$ cat src/rtl/pwm_timer.sv
// pwm_timer: NCH-channel PWM/timer on the picorv32 native bus (prescaler, shared period, per-channel duty, sticky wrap flag).
// Latency: rdy one clock after cs (single wait state); pwm registered one clock after cnt; wrap pulse registered.
// Backpressure: none internally; the master holds cs until rdy. Define PWM_SHADOW_EN for double-buffered PERIOD/DUTY.
module pwm_timer #(
    parameter int NCH = 4,
    parameter int CW  = 16
) (
    input  logic           clk,
    input  logic           rst,
    input  logic           cs,
    input  logic           we,
    input  logic [3:0]     addr,
    input  logic [31:0]    din,
    output logic [31:0]    dout,
    output logic           rdy,
    output logic [NCH-1:0] pwm,
    output logic           wrap
);

    // Word offsets of the register map; DUTY[n] lives at A_DUTY0 + n.
    localparam logic [3:0] A_CTRL   = 4'd0;
    localparam logic [3:0] A_PRESC  = 4'd1;
    localparam logic [3:0] A_PERIOD = 4'd2;
    localparam logic [3:0] A_STATUS = 4'd3;
    localparam logic [3:0] A_DUTY0  = 4'd4;

    // Bus handshake
    logic                     rdy_q, rdy_d;
    logic                     wr_commit;

    // Software-visible registers
    logic                     en_q, en_d;
    logic [CW-1:0]            presc_q, presc_d;
    logic [CW-1:0]            period_q, period_d;
    logic                     wrapf_q, wrapf_d;
    logic [NCH-1:0][CW-1:0]   duty_q, duty_d;

    // Timebase and outputs
    logic [CW-1:0]            presc_cnt_q, presc_cnt_d;
    logic [CW-1:0]            cnt_q, cnt_d;
    logic [NCH-1:0]           pwm_q, pwm_d;
    logic                     wrap_q, wrap_d;

    // Values actually used by the comparators (aliases or shadow copies)
    logic [CW-1:0]            period_act;
    logic [NCH-1:0][CW-1:0]   duty_act;

    logic                     clr;
    logic                     presc_hit;
    logic                     tick;
    logic                     wrap_evt;
    logic [CW-1:0]            din_w;
    logic                     unused_din;

    assign din_w      = din[CW-1:0];
    assign unused_din = ^din[31:CW];

    // One-wait-state handshake: a write commits only on the first cycle of cs.
    always_comb begin
        rdy_d     = cs & ~rdy_q;
        wr_commit = cs & we & ~rdy_q;
    end

    // Register-file writes; CLR is a write-1 strobe that is never stored.
    always_comb begin
        en_d     = en_q;
        presc_d  = presc_q;
        period_d = period_q;
        duty_d   = duty_q;
        clr      = 1'b0;
        if (wr_commit) begin
            case (addr)
                A_CTRL: begin
                    en_d = din[0];
                    clr  = din[1];
                end
                A_PRESC:  presc_d  = din_w;
                A_PERIOD: period_d = din_w;
                default: ;
            endcase
            for (int n = 0; n < NCH; n++) begin
                if (addr == A_DUTY0 + 4'(n)) begin
                    duty_d[n] = din_w;
                end
            end
        end
    end

    // A tick is one prescaled count step; CLR overrides it on the same clock.
    assign presc_hit = (presc_cnt_q == presc_q);
    assign tick      = en_q & presc_hit & ~clr;
    assign wrap_evt  = tick & (cnt_q == period_act);

    // Prescaler and main counter. A counter above a freshly lowered PERIOD
    // simply runs on and rolls over mod 2^CW without signalling a wrap.
    always_comb begin
        presc_cnt_d = presc_cnt_q;
        cnt_d       = cnt_q;
        if (clr) begin
            presc_cnt_d = '0;
            cnt_d       = '0;
        end else if (en_q) begin
            presc_cnt_d = presc_hit ? '0 : presc_cnt_q + CW'(1);
            if (tick) begin
                cnt_d = wrap_evt ? '0 : cnt_q + CW'(1);
            end
        end
    end

    // Sticky wrap flag: a wrap on the same clock as a clear leaves it set.
    always_comb begin
        wrapf_d = wrapf_q;
        if (wr_commit && (addr == A_STATUS) && din[0]) begin
            wrapf_d = 1'b0;
        end
        if (wrap_evt) begin
            wrapf_d = 1'b1;
        end
        wrap_d = wrap_evt;
    end

    // PWM compare; outputs freeze at their last value while disabled.
    always_comb begin
        pwm_d = pwm_q;
        if (en_q) begin
            for (int n = 0; n < NCH; n++) begin
                pwm_d[n] = (cnt_q < duty_act[n]);
            end
        end
    end

`ifdef PWM_SHADOW_EN
    logic [CW-1:0]            period_sh_q;
    logic [NCH-1:0][CW-1:0]   duty_sh_q;
    logic                     shadow_ld;

    // Reload at a cycle boundary so a duty/period change never splits a PWM cycle;
    // while stopped or on CLR the copies track the written registers freely.
    assign shadow_ld = wrap_evt | ~en_q | clr;

    // Shadow copies of PERIOD and DUTY feeding the comparators.
    always_ff @(posedge clk) begin
        if (rst) begin
            period_sh_q <= '0;
            duty_sh_q   <= '0;
        end else if (shadow_ld) begin
            period_sh_q <= period_q;
            duty_sh_q   <= duty_q;
        end
    end

    assign period_act = period_sh_q;
    assign duty_act   = duty_sh_q;
`else
    // Without shadowing, writes take effect on the next clock.
    assign period_act = period_q;
    assign duty_act   = duty_q;
`endif

    // Read mux: combinational from addr, zero-extended, unmapped offsets read 0.
    always_comb begin
        dout = '0;
        case (addr)
            A_CTRL:   dout[0]      = en_q;
            A_PRESC:  dout[CW-1:0] = presc_q;
            A_PERIOD: dout[CW-1:0] = period_q;
            A_STATUS: dout[0]      = wrapf_q;
            default: begin
                for (int n = 0; n < NCH; n++) begin
                    if (addr == A_DUTY0 + 4'(n)) begin
                        dout[CW-1:0] = duty_q[n];
                    end
                end
            end
        endcase
    end

    // State registers with synchronous reset.
    always_ff @(posedge clk) begin
        if (rst) begin
            rdy_q       <= 1'b0;
            en_q        <= 1'b0;
            presc_q     <= '0;
            period_q    <= '0;
            wrapf_q     <= 1'b0;
            duty_q      <= '0;
            presc_cnt_q <= '0;
            cnt_q       <= '0;
            pwm_q       <= '0;
            wrap_q      <= 1'b0;
        end else begin
            rdy_q       <= rdy_d;
            en_q        <= en_d;
            presc_q     <= presc_d;
            period_q    <= period_d;
            wrapf_q     <= wrapf_d;
            duty_q      <= duty_d;
            presc_cnt_q <= presc_cnt_d;
            cnt_q       <= cnt_d;
            pwm_q       <= pwm_d;
            wrap_q      <= wrap_d;
        end
    end

    assign rdy  = rdy_q;
    assign pwm  = pwm_q;
    assign wrap = wrap_q;

endmodule
$ cat config.mk
export PLATFORM = sky130hd
export DESIGN_NAME = pwm_timer
export DESIGN_NICKNAME = d
export VERILOG_FILES = /design/src/rtl/pwm_timer.sv
export SDC_FILE = /design/constraint.sdc
export NUM_CORES = 1
export LEC_CHECK = 0
export BUFFER_PORTS_ARGS = -buffer_cell sky130_fd_sc_hd__buf_2
export CAP_MARGIN = 20
export CORE_ASPECT_RATIO = 0.8
export CORE_MARGIN = 8
export CORE_UTILIZATION = 49
export CTS_CLUSTER_SIZE = 8
export DETAILED_ROUTE_END_ITERATION = 7
export PLACE_DENSITY = 0.71
export SYNTH_ARGS = -nofsm -noshare
export SYNTH_HDL_FRONTEND = slang
export SYNTH_SLANG_ARGS = --single-unit
export TNS_END_PERCENT = 20
$ cat constraint.sdc
create_clock -name clk -period 1.87 [get_ports clk]
set_clock_uncertainty 0.1 [all_clocks]
set_input_delay 0.0935 -clock clk [delete_from_list [all_inputs] [get_ports clk]]
set_output_delay 0.0935 -clock clk [all_outputs]
set_load 0.02 [all_outputs]
==> results.toml, run 1 <==
[place]
place_inst = 1302
place.gp.congestion = 0.958
portBuffers = 45
pre_cts_ws_ns = -0.285
postPlaceCellArea_sq_mm = 0.00896
dpl.hpwl_mm = 18.5

[min_path]
hold_class = "input pin to register"

[route]
drt_pass1_iterations = 5
via_count = 7556
post_drt_wl_per_cell_microns = 18.3
ant_nets = 0
drtIter0Drc = 694
detail_route.vias_per_cell = 5.56
routed_wl_mm = 24.9
drcViolationCount = 0

[cts]
clk_latency_ns = 0.43
cts_buffer_depth = 2
cts_tree = "built"
cts-root-buf = "clkbuf_16"
clkSlewWorstSetupHoldPaths_ns = 0.06
cts_buffers = 17
htree_levels = 4
cts.sinks = 136

[sta]
rsz0062_at_grt = "yes"
worstMarginPinSlew_ns = 0.546
setup-tns-final_ns = -2.99
finalSetupViolCount = 20
maxSlewHeadroom = 0.636
hold_viol = 0
fin_crit_sh = 1.16
period_minus_slack_ns = 2.17
drv_slew = 0
setup_ws_ns = -0.297
fmax_ghz = 0.462

[critical_path]
worst_setup_path_start_kind = "register"
worstSetupPathType = "register to register"
cp.required_ns = 2.13
path_max_fanout = 4
end_kind = "register"
arrival_ns = 2.43

[logic_synthesis]
synthArstFlopShare = 0
ys_ff_latch = 136
ys_types = 47
synth_compound_gate_area_share = 0.181
synth.avg_cell_area_sq_um = 7.91
syn_inst = 969
synth_top_family_by_area = "simple AND/OR/NAND/NOR gates"
ys.flop_type = "dfxtp_1"
yosysSeqAreaShare = 0.355
synth-edff-count = 0
syn-cell-area_sq_mm = 0.00766
synthSimpleGateAreaFrac = 0.205
synthAdderAreaFrac = 0.101
yosys_warnings = 0
synth_xor_area_frac = 0.0629
muxShareOfSynthArea = 0.0186

[die]
core_area_sq_mm = 0.0155
die_area_sq_mm = 0.0199
die_w_microns = 156
num_rows = 41
die-height_microns = 128
start_util = 0.493
io_pins = 78

[finish]
seqCellArea_sq_mm = 0.00275
fill_cells = 1307
design_area_sq_mm = 0.0100
antenna_cells = 0
nets = 1234
drive_above_1_share = 0.239
finalNonFillerCells = 1360
syn_to_final_growth_pct = 30.5
multi_input_area_sq_mm = 0.00457

[status]
violations = "negative setup slack"
status = "finished with violations"

[power_and_ir_drop]
total_power_uw = 6870
pwr_density_cell_mw_per_mm2 = 687
p_comb_frac = 0.073
swShare = 0.246
intPower_uw = 5180
seqPwrFrac = 0.426
vdd.ir_drop.worst_v = 0.000649
p_clk_frac = 0.502
p_leak_uw = 0.00423
switching_power_uw = 1690

[grt]
grt_pass1_wl_mm = 39.1
grt_pass1_vias = 7174
grt_antenna_before_repair = 0
track_usage = 0.251
grt-ovfl-total = 0
grt_max_degree = 47

[run]
drv_cap = 0
## final cells by class
type                       instances  share of cell area
multi-input combinational        714               0.457
sequential                       136               0.275
tap                              215              0.0269
inverter                          66              0.0248
clock inverter                    12              0.0139
clock buffer                      20              0.0467
timing repair buffer             197               0.156
## per-layer routing
layer | part of all wire | track usage | up-vias
met5 | 0 | 0 | -
met4 | 0.013 | 0.0706 | 0
met3 | 0.096 | 0.0596 | 30
met2 | 0.44 | 0.377 | 357
met1 | 0.45 | 0.349 | 3535
li1 | - | - | 3634
## power groups by stage
stage,Combinational (uW),Sequential [uW],Clock [uW]
after detailed placement,439,2990,0
after floorplan,248,2990,0
after CTS,473,2920,3480
after global routing,525,2920,3610
after global placement,436,2990,0
final,499,2920,3450
## cell families (layout without fill, tap and decap cells)
kind of cell,Yosys count,after routing
AND/OR/NAND/NOR,350,350
AO/OA/AOI/OAI,223,223
flip-flops,136,136
buffers and inverters,134,295
adder cells (fa/ha/maj),62,62
XOR/XNOR,55,55
multiplexers,8,8
other,1,16
## what timing repair did
item / 4_1_cts / 5_1_grt
endpoints found under the hold margin: 94 / 0
pin swaps: 9 / 10
setup endpoints to repair: 38 / 50
buffers inserted: 4 / 5
gates resized for setup: 19 / 38
hold buffers: 17 / 0
## critical path, cell delays in order, from the launching register on
cell     delay [ns]
dfxtp_2        0.32
xor2_1         0.17
nor4_2         0.30
buf_4          0.18
nand3_2        0.09
or4_4          0.45
or3_1          0.37
a21oi_1        0.12
## sequential cells by signal, indices dropped and copies added, names as in the netlist
register,cells
cnt_q,16
duty_act,64
en_q,1
period_act,16
presc_cnt_q,16
presc_q,16
pwm,4
rdy,1
wrap,1
wrapf_q,1
## per-stage QoR
| step | hold slack [ns] | util |
|---|---|---|
| finish | 0.0538 | 0.643 |
| global route | 0.0452 | 0.643 |
| CTS | 0.0249 | 0.632 |
| global placement | 0.260 | 0.576 |
| detailed placement | 0.273 | 0.576 |
| floorplan | 0.129 | - |
## cell usage in the layout, fill, tap and decap left out, types with 9 or more instances in the layout
master,n
a221oi_1,12
dfxtp_1,119
dfxtp_2,16
dlygate4sd3_1,17
conb_1,16
nand4_1,22
clkbuf_16,17
nor3_1,9
ha_1,61
a21o_1,20
a21oi_1,109
xor2_1,39
a31oi_1,12
xnor2_1,11
inv_1,66
buf_4,122
nor2_1,38
buf_2,43
buf_12,10
nand2_1,218
a22oi_1,30
## worst paths after layout
check | depth (start not counted) | end | from | slack (ns)
max | 7 | cnt_q[4] | presc_cnt_q[15] | -0.30
min | 4 | duty_act[33] | din[1] | 0.05
max reg2reg | 7 | cnt_q[4] | presc_cnt_q[15] | -0.30
min reg2reg | 2 | duty_act[7] | duty_act[7] | 0.37
## Yosys cell counts, types with 2 or more instances
| library cell | count | area, sq um |
|---|---|---|
| and2_1 | 8 | 50.1 |
| a211oi_1 | 8 | 60.1 |
| nand4_1 | 22 | 138 |
| o2111a_1 | 4 | 45.0 |
| clkbuf_1 | 42 | 158 |
| mux4_2 | 5 | 113 |
| nand3_1 | 9 | 45.0 |
| or3_1 | 7 | 43.8 |
| nor4_2 | 2 | 25.0 |
| inv_1 | 66 | 248 |
| buf_4 | 19 | 143 |
| and3_1 | 9 | 56.3 |
| a22oi_1 | 30 | 225 |
| o21ai_0 | 11 | 55.1 |
| buf_2 | 6 | 30.0 |
| or2_2 | 2 | 12.5 |
| nand2_1 | 220 | 826 |
| o211ai_1 | 3 | 22.5 |
| nand2b_1 | 4 | 25.0 |
| a31oi_1 | 12 | 75.1 |
| a21o_1 | 20 | 150 |
| nor2_1 | 39 | 146 |
| nor3_1 | 9 | 45.0 |
| nor2b_1 | 3 | 18.8 |
| dfxtp_1 | 136 | 2720 |
| nor4_1 | 7 | 43.8 |
| xor2_1 | 43 | 377 |
| mux2i_1 | 3 | 30.0 |
| ha_1 | 62 | 776 |
| a221oi_1 | 16 | 140 |
| xnor2_1 | 12 | 105 |
| a21oi_1 | 115 | 576 |
Note: power is estimated with default switching activity, not from simulation.
==> inputs of run 2 (changes only) <==
--- a/constraint.sdc
+++ b/constraint.sdc
@@ -4,2 +4,2 @@
 set_output_delay 0.0935 -clock clk [all_outputs]
-set_load 0.02 [all_outputs]
+set_load 0.1 [all_outputs]
==> results.toml, run 2 (synthesis gave the netlist of run 1 again) <==
[cts]
cts_buffers = 17
clkSlewWorstSetupHoldPaths_ns = 0.06
htree_levels = 4
cts_tree = "built"
cts_buffer_depth = 2
cts.sinks = 136
clk_latency_ns = 0.43
cts-root-buf = "clkbuf_16"

[sta]
finalSetupViolCount = 28
worstMarginPinSlew_ns = 0.751
setup-tns-final_ns = -3.40
hold_viol = 0
period_minus_slack_ns = 2.19
rsz0062_at_grt = "yes"
maxSlewHeadroom = 0.499
fmax_ghz = 0.456
drv_slew = 0
fin_crit_sh = 1.17
setup_ws_ns = -0.325

[grt]
grt-ovfl-total = 0
grt_pass1_wl_mm = 40.6
grt_busiest_layer = "met2"
use_met2 = 0.384
grtUsageMet1 = 0.365
grtUsageMet3 = 0.0586
grt_pass1_vias = 7513
grt_max_degree = 69
grt_antenna_before_repair = 0
track_usage = 0.261

[finish]
syn_to_final_growth_pct = 39.9
layout_common_cells = "nand2_1, buf_4, dfxtp_1"
drive_above_1_share = 0.269
finalNonFillerCells = 1377
seqCellArea_sq_mm = 0.00275
layout_commonest_cell = "nand2_1"
multi_input_area_sq_mm = 0.00486
nets = 1252
largest_register_ffs = 64
antenna_cells = 0
fill_cells = 1180

[place]
place.gp.congestion = 0.907
place_inst = 1317
dpl.hpwl_mm = 18.6
portBuffers = 45

[route]
drt_pass1_iterations = 6
via_count = 7770
detail_route.vias_per_cell = 5.64
post_drt_wl_per_cell_microns = 18.9
ant_nets = 0
drcViolationCount = 0
routed_wl_mm = 26.1
drtIter0Drc = 684

[critical_path]
crit_path_start = "presc_cnt_q[15]"
worstSetupPathType = "register to register"
rr_startpoint = "presc_cnt_q[15]"
end_kind = "register"
worst_setup_path_start_kind = "register"
path_max_fanout = 3
worstRegToRegCells = 6
arrival_ns = 2.45
r2r_end = "cnt_q[4]"
r2r_slack_ns = -0.32
cp.required_ns = 2.12

[die]
die_w_microns = 156
die-height_microns = 128
io_pins = 78
num_rows = 41
core_area_sq_mm = 0.0155
die_area_sq_mm = 0.0199
start_util = 0.493

[min_path]
min_to = "en_q"
holdPathStages = 6
worstHoldStart = "addr[0]"
hold_class = "input pin to register"

[status]
status = "finished with violations"
violations = "negative setup slack"

[power_and_ir_drop]
seqPwrFrac = 0.388
swShare = 0.253
p_leak_uw = 0.00445
switching_power_uw = 1910
intPower_uw = 5630
p_comb_frac = 0.107
p_clk_frac = 0.505
pwr_density_cell_mw_per_mm2 = 702
vdd.ir_drop.worst_v = 0.000638

[run]
drv_cap = 0
==> run 2: changes by cell type in the layout (fill, tap and decap cells not counted), sizes merged <==
cell and change:
buf +15, bufinv +3, clkinv +2, clkinvlp -3
dlygate4sd3 +3, inv -3
==> run 2: how the worst max path moves through the flow <==
stage | end | slack [ns] | cells after the start
6_report | cnt_q[4] | -0.32 | 6
2_1_floorplan | dout[0] | -0.35 | 4
3_3_place_gp | cnt_q[4] | -0.18 | 6
3_5_place_dp | cnt_q[6] | -0.26 | 6
4_1_cts | cnt_q[4] | -0.29 | 6
5_1_grt | cnt_q[8] | -0.42 | 7
==> run 2: critical path, cell delays in order, from the launching register on <==
cell and delay [ns]:
dfxtp_2 0.32, xor2_1 0.16, nor4_2 0.37, nand3_1 0.16
or4_4 0.47, or3_4 0.39, a21oi_2 0.15
==> run 2: per-layer routing <==
layer  vias to the layer above  part of all wire
met5                         -                 0
met4                         0             0.029
met3                        61             0.098
met2                       415              0.43
met1                      3617              0.44
li1                       3677                 -
==> run 2: power by group through the flow <==
stage / Clock [uW] / Sequential [uW] / Combinational [uW]
finish: 3810 / 2920 / 803
global route: 3960 / 2920 / 830
CTS: 3820 / 2920 / 772
detailed placement: 0 / 2990 / 725
global placement: 0 / 2990 / 722
floorplan: 0 / 3000 / 478
==> run 2: per-stage QoR <==
stage	total power [uW]	hold slack (ns)	setup slack, ns	cell area (sq um)	utilization
3_3_place_gp	3710	0.258	-0.184	9510	0.612
5_1_grt	7710	0.284	-0.415	10700	0.690
3_5_place_dp	3710	0.264	-0.261	9510	0.612
6_report	7530	0.186	-0.325	10700	0.690
4_1_cts	7510	0.181	-0.291	10500	0.677
2_1_floorplan	3470	0.129	-0.349	7950	-
==> run 2: timing repair <==
action | CTS | global route
pin swaps | 14 | 14
hold buffers | 20 | 0
resized for setup | 32 | 42
endpoints found under the setup margin | 43 | 45
hold endpoints to repair | 99 | 0
setup buffers | 8 | 4
==> run 2: layout make-up <==
cell class / count / area share
clock buffer: 20 / 0.0435
clock inverter: 11 / 0.0181
timing repair buffer: 215 / 0.180
inverter: 66 / 0.0231
sequential: 136 / 0.256
multi-input combinational: 714 / 0.453
tap: 215 / 0.0251
